### config.mk
export PLATFORM = sky130hd
export DESIGN_NAME = button_event_queue_flat
export DESIGN_NICKNAME = d
export VERILOG_FILES = /design/src/rtl/button_event_queue_if.sv /design/src/rtl/button_event_queue.sv /design/src/flat_wrapper.sv
export SDC_FILE = /design/constraint.sdc
export NUM_CORES = 1
export LEC_CHECK = 0
export CAP_MARGIN = 25
export CORE_MARGIN = 5
export CORE_UTILIZATION = 59
export CTS_CLUSTER_DIAMETER = 120
export DETAILED_ROUTE_END_ITERATION = 12
export GPL_TIMING_DRIVEN = 0
export HOLD_SLACK_MARGIN = 0.1
export PLACE_DENSITY = 0.79
export SLEW_MARGIN = 20
export SYNTH_ARGS = -nofsm -noshare
export SYNTH_HDL_FRONTEND = slang
export SYNTH_SLANG_ARGS = --single-unit
### constraint.sdc
create_clock -name clk -period 7.3 [get_ports clk]
set_clock_uncertainty 0.2 [all_clocks]
set_input_delay 2.19 -clock clk [delete_from_list [all_inputs] [get_ports clk]]
set_output_delay 2.19 -clock clk [all_outputs]
set_load 0.005 [all_outputs]
### src/rtl/button_event_queue_if.sv
// Consumer-side event handshake for button_event_queue.
// The queue drives valid/id/press from its FIFO head and the consumer drives ready.
interface button_event_queue_if #(
  parameter int id_width = 2
) ();

  logic                event_valid;
  logic                event_ready;
  logic [id_width-1:0] event_id;
  logic                event_press;

  // The queue presents events.
  modport master (
    output event_valid,
    output event_id,
    output event_press,
    input  event_ready
  );

  // The consumer (CPU/MMIO side) accepts events.
  modport slave (
    input  event_valid,
    input  event_id,
    input  event_press,
    output event_ready
  );

endinterface

### src/rtl/button_event_queue.sv
// button_event_queue
//   Turns debounced button levels into a stream of discrete button events.
//   Each channel's rising edge raises a pending request. A round-robin arbiter
//   moves at most one request per cycle into a small first-word-fall-through
//   FIFO, and the FIFO head is offered to one consumer over valid/ready.
//   The sticky 'dropped' flag records any edge that had to be coalesced
//   because an earlier edge on the same channel was still pending.
//
// Optional build macro:
//   BUTTON_RELEASE_EVENTS_EN - also queue release (falling-edge) events, which
//   carry event_press = 0. Left undefined, only press events are produced and
//   event_press is always 1.
module button_event_queue #(
  parameter int width      = 4,
  parameter int fifo_depth = 4,
  parameter int id_width   = (width > 1) ? $clog2(width) : 1
) (
  input  logic                  clk,
  input  logic                  reset_n,
  input  logic [width-1:0]      debounced_signal,
  button_event_queue_if.master  evt,
  output logic                  dropped,
  input  logic                  dropped_clear
);

  localparam int addr_w = (fifo_depth > 1) ? $clog2(fifo_depth) : 1;
  localparam int cnt_w  = $clog2(fifo_depth + 1);

  typedef struct packed {
    logic                press;
    logic [id_width-1:0] id;
  } entry_t;

  // ---------------------------------------------------------------------------
  // Edge detection and pending requests
  // ---------------------------------------------------------------------------
  logic [width-1:0]    prev;
  logic [width-1:0]    rise;
  logic [width-1:0]    pend_p;
  logic [width-1:0]    clr_p;
  logic [width-1:0]    coal_p;
  logic [width-1:0]    req;

  logic                grant;
  logic                gnt_hit;
  logic [id_width-1:0] gnt_id;
  logic                gnt_press;
  logic [id_width-1:0] rr_ptr;

  logic                full;
  logic                any_coalesce;

  assign rise = debounced_signal & ~prev;

`ifdef BUTTON_RELEASE_EVENTS_EN
  logic [width-1:0] fall;
  logic [width-1:0] pend_r;
  logic [width-1:0] clr_r;
  logic [width-1:0] coal_r;

  assign fall = ~debounced_signal & prev;
  assign req  = pend_p | pend_r;
  // Press has priority inside a granted channel; release goes on a later grant.
  assign gnt_press = pend_p[gnt_id];
`else
  assign req       = pend_p;
  assign gnt_press = 1'b1;
`endif

  // Grant-clear vectors and coalesce detection for the pending bits.
  always_comb begin
    // NOTE: every variable gets a default first so no path leaves one unassigned,
    // which would otherwise infer a latch.
    clr_p = '0;
    if (grant && gnt_press) clr_p[gnt_id] = 1'b1;
    // A set on a still-pending, ungranted bit merges two edges into one event.
    coal_p = rise & pend_p & ~clr_p;
  end

`ifdef BUTTON_RELEASE_EVENTS_EN
  // Same grant-clear and coalesce rules for the release vector.
  always_comb begin
    clr_r = '0;
    if (grant && !gnt_press) clr_r[gnt_id] = 1'b1;
    coal_r = fall & pend_r & ~clr_r;
  end

  assign any_coalesce = |coal_p || |coal_r;
`else
  assign any_coalesce = |coal_p;
`endif

  // Level history and press-pending bits; a set in the grant cycle wins.
  always_ff @(posedge clk or negedge reset_n) begin
    if (!reset_n) begin
      prev   <= '0;
      pend_p <= '0;
    end else begin
      // NOTE: state registers use non-blocking assignments so every flop samples
      // the pre-edge values regardless of statement order.
      prev   <= debounced_signal;
      pend_p <= rise | (pend_p & ~clr_p);
    end
  end

`ifdef BUTTON_RELEASE_EVENTS_EN
  // Release-pending bits, same set-wins rule as the press bits.
  always_ff @(posedge clk or negedge reset_n) begin
    if (!reset_n) begin
      pend_r <= '0;
    end else begin
      pend_r <= fall | (pend_r & ~clr_r);
    end
  end
`endif

  // Sticky drop flag; a new coalesce outranks a clear in the same cycle.
  always_ff @(posedge clk or negedge reset_n) begin
    if (!reset_n) begin
      dropped <= 1'b0;
    end else if (any_coalesce) begin
      dropped <= 1'b1;
    end else if (dropped_clear) begin
      dropped <= 1'b0;
    end
  end

  // ---------------------------------------------------------------------------
  // Round-robin arbiter
  // ---------------------------------------------------------------------------
  // First requesting channel at or after rr_ptr, wrapping at width.
  always_comb begin
    int idx;
    gnt_hit = 1'b0;
    gnt_id  = '0;
    idx     = 0;
    for (int k = 0; k < width; k++) begin
      idx = int'(rr_ptr) + k;
      if (idx >= width) idx = idx - width;
      if (!gnt_hit && req[idx]) begin
        gnt_hit = 1'b1;
        gnt_id  = id_width'(idx);
      end
    end
  end

  assign grant = gnt_hit && !full;

  // Search start moves just past the winner; it holds when nothing is granted.
  always_ff @(posedge clk or negedge reset_n) begin
    if (!reset_n) begin
      rr_ptr <= '0;
    end else if (grant) begin
      rr_ptr <= (gnt_id == id_width'(width - 1)) ? '0 : gnt_id + 1'b1;
    end
  end

  // ---------------------------------------------------------------------------
  // Event FIFO (first-word fall-through)
  // ---------------------------------------------------------------------------
  entry_t              mem [fifo_depth];
  logic [addr_w-1:0]   wr_ptr;
  logic [addr_w-1:0]   rd_ptr;
  logic [cnt_w-1:0]    count;
  logic                wr_en;
  logic                rd_en;
  entry_t              wr_entry;
  entry_t              head;

  assign full     = (count == cnt_w'(fifo_depth));
  assign wr_en    = grant;
  assign rd_en    = (count != '0) && evt.event_ready;
  assign wr_entry = '{press: gnt_press, id: gnt_id};

  // Storage array written on each grant.
  always_ff @(posedge clk) begin
    // NOTE: the storage array has no reset; only the pointers and count do,
    // and the outputs are masked while the FIFO is empty.
    if (wr_en) mem[wr_ptr] <= wr_entry;
  end

  // Pointers wrap naturally (power-of-two depth); count tracks occupancy.
  always_ff @(posedge clk or negedge reset_n) begin
    if (!reset_n) begin
      wr_ptr <= '0;
      rd_ptr <= '0;
      count  <= '0;
    end else begin
      if (wr_en) wr_ptr <= wr_ptr + addr_w'(1);
      if (rd_en) rd_ptr <= rd_ptr + addr_w'(1);
      case ({wr_en, rd_en})
        2'b10:   count <= count + cnt_w'(1);
        2'b01:   count <= count - cnt_w'(1);
        default: count <= count;
      endcase
    end
  end

  // Head drives the consumer directly; idle values are id=0, press=1.
  always_comb begin
    head             = mem[rd_ptr];
    evt.event_valid  = (count != '0);
    evt.event_id     = evt.event_valid ? head.id : '0;
    evt.event_press  = evt.event_valid ? head.press : 1'b1;
  end

endmodule

### src/flat_wrapper.sv
// flat-port wrapper written by rule: the top's interface ports become plain ports
module button_event_queue_flat 
#(
  parameter int width      = 4,
  parameter int fifo_depth = 4,
  parameter int id_width   = (width > 1) ? $clog2(width) : 1
)
  (clk, reset_n, debounced_signal, dropped, dropped_clear, evt_event_valid, evt_event_id, evt_event_press, evt_event_ready);
  button_event_queue_if #(.id_width(id_width)) evt_i ();
  input  logic clk;
  input  logic reset_n;
  input  logic [width-1:0] debounced_signal;
  output logic dropped;
  input  logic dropped_clear;
  output wire logic [$bits(evt_i.event_valid)-1:0] evt_event_valid;
  output wire logic [$bits(evt_i.event_id)-1:0] evt_event_id;
  output wire logic [$bits(evt_i.event_press)-1:0] evt_event_press;
  input wire logic [$bits(evt_i.event_ready)-1:0] evt_event_ready;
  assign evt_event_valid = evt_i.event_valid;
  assign evt_event_id = evt_i.event_id;
  assign evt_event_press = evt_i.event_press;
  assign evt_i.event_ready = evt_event_ready;
  button_event_queue #(.width(width), .fifo_depth(fifo_depth), .id_width(id_width)) u_core (.clk(clk), .reset_n(reset_n), .debounced_signal(debounced_signal), .evt(evt_i), .dropped(dropped), .dropped_clear(dropped_clear));
endmodule
# Word-level counts from Yosys, hierarchy flattened
# Memory sizes are Yosys's and may differ from the RTL's.
# Index checks and enable logic that the tools add are counted.
totals:
  n_memories: 1
  reg_bits: 18
  in_bits: 8
  mem_bits_rw: 8
  output_inout_bits: 5
op_classes:
  muxes: 35
  add_sub_neg: 12
  eq_ne: 4
  magnitude_cmp: 10
  bitwise_logic: 7
  n_reduce_logical: 14
mem_list:
  columns: ["memory", "depth", "word_bits", "read_ports", "rd_clocked_by_memory_dff", "wr", "line_no", "rtl"]
  rows:
  - ["u_core.mem", 4, 2, 1, 0, 1, "button_event_queue.sv:161", "entry_t mem [fifo_depth];"]
op_table:
  columns: ["cell", "n"]
  rows:
  - ["$lt 32x4->1 const B", 4]
  - ["$mux 32", 4]
  - ["$ge 32x4->1 const B", 3]
  - ["$sub 32x4->32 const B", 3]
  - ["$mux 1", 18]
  - ["$and 4x4->4", 4]
  - ["$mux 2", 6]
  - ["$bmux 1 s2", 4]
  - ["$not 4->4", 2]
  - ["$add 2x1->2 const B", 3]
  - ["$add 2x2->3 const B", 2]
  - ["$logic_and 1x1->1", 6]
  - ["$pmux 3 s2", 1]
  - ["$eq 2x2->1 const B", 2]
  - ["$logic_not 1->1", 4]
  - ["$mux 4", 1]
  - ["$or 4x4->4", 1]
  - ["$reduce_bool 2->1", 2]
  - ["$reduce_or 4->1", 1]
  - ["$sub 2x3->4 const B", 1]
  - ["$add 2x1->3 const B", 1]
  - ["$add 3x1->3 const B", 1]
  - ["$eq 3x3->1 const B", 1]
  - ["$ge 2x3->1 const B", 1]
  - ["6 further kinds", 6]

# Depth between registers and ports, before layout
# Gate-level depths: netlist (run 1).
depth:
  word_depth: 24
  depth_mapped: 9

# Worst setup path after synthesis (run 1)
# Ideal clock, no wire load.
synth_path:
  path_type: "input-to-reg"
  startpoint: "input evt_event_ready"
  endpoint: "register u_core.count[2]"
  setup_time_ns: 0.079
  slack_ns: 3.725
  path_buffers: 0
  arrival_ns: 3.296
  cell_stages: 7
  path_cell_list: "and2_1 -> ha_1 -> inv_1 -> fa_1 -> xor2_1 -> nor2_1 -> xor2_1"
synth_via:
  elab_chain_len: 3
  word_cells_on_any_way: 5
  classes_between: "eq/ne: 2; mux: 1; reduce/logical: 2"
synth_lines:
  columns: ["item", "line_no", "rtl"]
  rows:
  - ["from (decl)", "flat_wrapper.sv:18", "input wire logic [$bits(evt_i.event_ready)-1:0] evt_event_ready;"]
  - ["$logic_and 1x1->1 *", "button_event_queue.sv:172", "assign rd_en = (count != '0) && evt.event_ready;"]
  - ["$eq 2x1->1 or $eq 2x2->1 (tied branches)", "button_event_queue.sv:191", "case ({wr_en, rd_en})"]
  - ["$pmux 3 s2 or $reduce_bool 2->1 (tied branches)", null, null]
  - ["to (signal assigned)", "button_event_queue.sv:192", "2'b10: count <= count + cnt_w'(1);"]
  - ["to (signal assigned)", "button_event_queue.sv:193", "2'b01: count <= count - cnt_w'(1);"]
  - ["to (signal assigned)", "button_event_queue.sv:194", "default: count <= count;"]
  - ["to (decl)", "button_event_queue.sv:164", "logic [cnt_w-1:0] count;"]
# Mark *: on every way between the ends. The rest lies on a longest branch, timed or not.
# A chain may end at the register's enable or synchronous reset.

# Worst setup path after layout (run 1)
layout_path:
  startpoint: "register u_core.rd_ptr[0]"
  endpoint: "output evt_event_id[0]"
layout_via:
  elab_chain_len: 2
layout_lines:
  columns: ["item", "line_no", "rtl"]
  rows:
  - ["from (decl)", "button_event_queue.sv:163", "logic [addr_w-1:0] rd_ptr;"]
  - ["from (signal assigned)", "button_event_queue.sv:190", "if (rd_en) rd_ptr <= rd_ptr + addr_w'(1);"]
  - ["$mem_v2 4x2", null, null]
  - ["$mux 2", "button_event_queue.sv:203", "evt.event_id = evt.event_valid ? head.id : '0;"]
  - ["to (decl)", "flat_wrapper.sv:16", "output wire logic [$bits(evt_i.event_id)-1:0] evt_event_id;"]
# Every way passes these cells.

==> results.ini, run 1 <==
[status]
status=finished clean

[route]
dr.pass1.iters=4
num_vias=868
wire_per_inst_um=17.03
drt_iter0_drc=21
vias_per_cell=5.711
drcViolationCount=0
drt_wl_total_mm=2.589
final_antenna_net_count=0

[global_route]
grt_max_degree=19
grt.total_usage_pct=18.02
antenna_found_initial=0
grt.overflow.total=0
grt_pass1_wl_mm=4.450
grt_pass1_vias=921

[clocking]
cts_tree=yes
cts-root-buf=clkbuf_4
holdBufCountCts=0
numClockSinks=26
clkLatencyLatePin_ns=0.32
cts_resized=0
clk_pin_slew_ns=0.14
htreeDepth=1
cts_setup_buffers=0
cts_max_path_buffers=2
cts_buffers=3

[setup_path]
crit_fanout=4
path_class=flip-flop to primary output
critPathLaunchType=flip-flop
cp.required_ns=4.91
worstSetupEndpointType=primary output
reg2reg_from=u_core.pend_p[3]
worstPathArrival_ns=1.99
crit_path_start=u_core.rd_ptr[0]

[placed_design]
place_area_um2=1475
globalplace.congestion=0.7707
numPortBuffers=11
hpwl_mm=1.957

[flow_run]
drv_cap=0

[timing]
layout_min_cycle_time_ns=4.381
finalHoldViolCount=0
max_freq_mhz=228.3
fin_hold_ws_ns=0.3202
slew_viol_final=0
setup_viol=0
worstMarginPinSlew_ns=0.8720
rsz0062_at_grt=no
slew_headroom_pct=41.69
finalCritPeriodShare_pct=60.01
tns_ns=0

[floorplan]
fp.coreArea_um2=2191
fp.dieH_um=57.48
die_area_um2=3304
die_w_um=57.48
rows=17
initial_core_util_pct=60.71
io_pins=13

[pwr]
ir_drop_v=0.0002576
power_uw=720.5
powerDensity_nw_per_um2=479.9
leakage_uw=0.0006676

[logic_synthesis]
ys.flop_type=dfrtp_1
synth_edf_count=8
yosys_warnings=0
synth_seq_area_share_pct=51.93
syn_area_um2=1330
postSynthCellCount=109
synth_top_area_share_pct=33.87
yosysUniqueCellTypes=39
yosysMostFrequentCell=dfrtp_1
yosys-top-cells-area=dfrtp_1 34%, edfxtp_1 18%, ha_1 8.5%
ys_ff_latch=26
async_reset_ff_share_pct=69.23
syn_nets=127
netlist.top_cell.by_area=dfrtp_1
avgSynthCellArea_um2=12.20
synth.top_cells.by_count=18 x dfrtp_1, 12 x inv_1, 9 x ha_1

[finish]
regArea_um2=690.7
stdcell_area_um2=1501
fill_cells=160
multi_input_area_um2=581.8
drive_gt1_share_pct=15.32
diodes=0
finalNetCount=143
area_growth_pct=12.89
post-route-util_pct=68.53

[hold_path]
hold_class=flip-flop to flip-flop
min-delay-start=u_core.count[2]

[registers in the layout (all words and copies together) (netlist names)]
signal	cells
u_core.count	3
u_core.mem	8
u_core.rr_ptr	2
u_core.pend_p	4
u_core.dropped	1
u_core.rd_ptr	2
u_core.wr_ptr	2
u_core.prev	4
[logic make-up (layout without fill, tap and decap cells)]
logic type                 count (synthesis)  in the layout  synth area share (%)
DFF                                       26             26                 51.93
muxes                                      4              4                 5.644
adders and majority gates                 10             10                 9.972
AOI/OAI and AO/OA                         17             17                 9.126
other                                      1              1                0.2819
buffers and inverters                     14             29                 4.327
and+or+nand+nor                           31             31                 14.77
xor gates and xnor gates                   6              6                 3.952
[metal layers]
metal | global-route usage, % | wire length [µm] | vias up
li1 | - | - | 410
met1 | 22.94 | 1076 | 432
met2 | 29.68 | 1338 | 22
met3 | 3.394 | 126 | 4
met4 | 7.947 | 48 | 0
met5 | 0 | 0 | -
[per-stage QoR]
step | worst slack (ns) | std cells
finish | 2.919 | 152
global route | 2.828 | 152
floorplan | 3.725 | 109
CTS | 2.900 | 152
global placement | 3.166 | 148
detailed placement | 3.115 | 148
[power by group]
group	internal (µW)	switching, µW
sequential	235	60.0
clock	21.4	42.9
combinational	193	167
total	450	270
[cell usage in the layout (no fill, tap or decap), types with 2 or more instances in the layout]
cell type / n
mux4_2: 2
ha_1: 9
clkdlybuf4s50_1: 11
inv_1: 12
and2_1: 4
nand2_1: 4
o21ai_0: 3
nand3b_1: 3
a22o_1: 2
edfxtp_1: 8
nor2_1: 3
mux2_4: 2
xor2_1: 3
nand3_1: 2
xnor2_1: 3
clkbuf_4: 3
nor2b_1: 3
o22ai_1: 3
and3_2: 4
dfrtp_1: 18
[final cells by class]
cell class	instances	share of cell area, %
repair buffers	11	7.333
clock buffers	4	1.750
plain buffers	2	0.8333
multi-input cells	69	38.75
well taps	28	2.333
inverters	12	3.000
flip-flops and latches	26	46.00
[path summary, 6_finish.rpt]
path,endpoint,slack [ns],cells after the start
max,evt_event_id[0],2.92,3
min,u_core.count[2],0.32,1
max reg2reg,u_core.count[2],4.69,9
min reg2reg,u_core.count[2],0.32,1
max in group asynchronous,u_core.dropped,4.23,1
min in group asynchronous,u_core.count[1],2.14,1
[critical path, stage by stage, from the launching register on]
cell and delay [ns]:
dfrtp_1 0.49, mux4_2 0.54, and2_1 0.18, clkdlybuf4s50_1 0.46
Note: power is estimated with default switching activity, not from simulation.
==> inputs of run 2 (changes only) <==
CORE_UTILIZATION = 50   (was 59)
PLACE_DENSITY = 0.71   (was 0.79)
clock period = 3.8 ns   (was 7.3 ns; I/O delays follow)
==> run 2 against run 1 <==
  * Utilization fell by 7.3 points
  * Non-clock buffer count did not move
  * Cell count rose by 1.3%
  * Sequential cell count did not move
  * Via count fell by 5.0%
  * Die area rose by 15%
  * Clock power rose to 2.9 times the previous value
  * Register-to-register slack got worse by 3.5 ns
  * Global-route usage fell by 4.0 points
  * Total power rose by 98%
  * Clock-buffer cell count fell by 1
  * Highest routed layer unchanged
==> results.ini, run 2 (same netlist as run 1, synthesis figures left out) <==
[status]
status=finished clean

[timing]
worstMarginPinSlew_ns=0.8278  ; -0.04414 ns
tns_ns=0  ; unchanged
finalCritPeriodShare_pct=86.07
finalHoldViolCount=0  ; unchanged
max_freq_mhz=305.7
fin_hold_ws_ns=0.3010  ; -0.01912 ns
layout_min_cycle_time_ns=3.271
rsz0062_at_grt=no
setup_viol=0  ; unchanged
slew_viol_final=0  ; unchanged
slew_headroom_pct=44.64  ; +3.0 points

[finish]
finalNetCount=143  ; unchanged
diodes=0  ; unchanged
area_growth_pct=15.05
largest_reg_flops=8  ; unchanged
mostFrequentLayoutCell=dfrtp_1
regMostFlops=u_core.mem
drive_gt1_share_pct=16.13  ; +0.81 points
stdcell_count=154  ; +1.3%
final_cell_mix=18 x dfrtp_1, 12 x inv_1, 11 x clkdlybuf4s50_1
post-route-util_pct=61.21  ; -7.3 points
reg_top3=u_core.mem: 8 flops, u_core.pend_p: 4 flops, u_core.prev: 4 flops

[placed_design]
globalplace.congestion=0.7462  ; -3.2%
place_inst=150  ; +1.4%
numPortBuffers=11  ; unchanged
hpwl_mm=1.722  ; -12%

[floorplan]
die_area_um2=3791  ; +15%
fp.dieH_um=61.58  ; +7.1%
initial_core_util_pct=53.20  ; -7.5 points
die_w_um=61.58  ; +7.1%
io_pins=13  ; unchanged
rows=18  ; +1
fp.coreArea_um2=2500  ; +14%

[setup_path]
worstSetupEndpointType=primary output
critPathSlowestCell=mux4_2
path_class=flip-flop to primary output
crit_path_max_incr_delay_ns=0.53  ; about the same
worstPathCellList=mux4_2, and2_1, clkdlybuf4s50_1
critPathLaunchType=flip-flop
cp.required_ns=2.46  ; -2.45 ns
crit_fanout=4  ; unchanged
worstPathArrival_ns=1.93  ; -0.06 ns

[clocking]
cts_setup_buffers=0  ; unchanged
cts_tree=yes
cts_buffers=3  ; unchanged
holdBufCountCts=0  ; unchanged
htreeDepth=1  ; unchanged
clkLatencyLatePin_ns=0.32  ; about the same
cts_resized=0  ; unchanged
numClockSinks=26  ; unchanged
cts_max_path_buffers=2  ; unchanged
cts-root-buf=clkbuf_4
clk_pin_slew_ns=0.14  ; about the same

[pwr]
leakage_uw=0.0006806  ; +1.9%
power_uw=1423  ; +98%
ir_drop_v=0.0005452  ; +110%
powerDensity_nw_per_um2=930.2  ; +94%

[route]
drt_wl_total_mm=2.277  ; -12%
dr.pass1.iters=4  ; unchanged
final_antenna_net_count=0  ; unchanged
num_vias=825  ; -5.0%
drcViolationCount=0  ; unchanged
wire_per_inst_um=14.79  ; -13%
vias_per_cell=5.357  ; -6.2%
drt_iter0_drc=37  ; +76%

[global_route]
grt.overflow.total=0  ; unchanged
met2_usage_pct=21.82  ; -7.9 points
grt_max_degree=19  ; unchanged
grt_pass1_wl_mm=3.870  ; -13%
met3_usage_pct=4.403  ; +1.0 points
grt.total_usage_pct=14.04  ; -4.0 points
busiest_layer=met2
grt_pass1_vias=848  ; -7.9%
grtUsageMet1_pct=19.47  ; -3.5 points
antenna_found_initial=0  ; unchanged

[hold_path]
hold_class=flip-flop to flip-flop

[flow_run]
drv_cap=0  ; unchanged

[run 2: cell types whose count changed in the layout (fill, tap and decap cells not counted), sizes merged]
cell	before	now
clkbuf	4	3
bufinv	0	1
[run 2: final timing paths]
path / startpoint / endpoint / slack (ns) / cells past startpoint
setup / recovery: u_core.rd_ptr[0] / evt_event_id[1] / 0.53 / 3
hold / removal: u_core.count[2] / u_core.count[2] / 0.30 / 1
setup reg to reg: u_core.pend_p[3] / u_core.count[2] / 1.20 / 9
hold reg to reg: u_core.count[2] / u_core.count[2] / 0.30 / 1
max in group asynchronous: reset_n / u_core.count[1] / 1.81 / 1
min in group asynchronous: reset_n / u_core.rd_ptr[0] / 1.08 / 1
[run 2: layout make-up]
| cell class | instances | area [µm²] |
|---|---|---|
| Multi-Input combinational cell | 69 | 581.8 |
| Sequential cell | 26 | 690.7 |
| Tap cell | 30 | 37.54 |
| Clock inverter | 1 | 30.03 |
| Clock buffer | 3 | 22.52 |
| Fill cell | 196 | 969.7 |
| Inverter | 12 | 45.04 |
| Buffer | 2 | 12.51 |
| Timing Repair Buffer | 11 | 110.1 |
[run 2: routing by layer]
| metal | vias up | wire, µm |
|---|---|---|
| met2 | 23 | 1027 |
| met5 | - | 0 |
| met4 | 0 | 17 |
| met1 | 390 | 1109 |
| met3 | 4 | 122 |
| li1 | 408 | - |
[run 2: critical path, delay by kind of cell (launching register included)]
kind,cells,cell delay (ns)
DFF,1,0.47
buffers and inverters,1,0.44
and+or+nand+nor,1,0.17
muxes,1,0.53
[run 2: stage by stage]
| stage | area, µm² | setup slack (ns) |
|---|---|---|
| after global routing | 1530 | 0.4552 |
| final | 1530 | 0.5292 |
| after global placement | 1478 | 0.7039 |
| after detailed placement | 1478 | 0.6866 |
| after floorplan | 1330 | 1.275 |
| after CTS | 1530 | 0.5049 |
[run 2: power by group]
group | total, µW | leakage (µW) | internal, µW | switching, µW
clock network | 189 | 0.0000279 | 107 | 82.0
registers | 558 | 0.000282 | 452 | 106
logic | 677 | 0.000371 | 371 | 306
==> inputs of run 3 (changes only) <==
CORE_UTILIZATION = 59   (was 50)
PLACE_DENSITY = 0.79   (was 0.71)
clock period = 4.2 ns   (was 3.8 ns; I/O delays follow)
==> results of run 3 <==
The final DEF is identical to that of run 1. Status: finished clean.
Among the figures that moved: setup slack after placement 3.115 ns -> 0.9449 ns; setup slack after layout 2.919 ns -> 0.7492 ns; register-to-register setup slack 4.69 ns -> 1.59 ns; total power 720.5 µW -> 1252 µW; worst IR drop on VDD 0.0002576 V -> 0.0004478 V
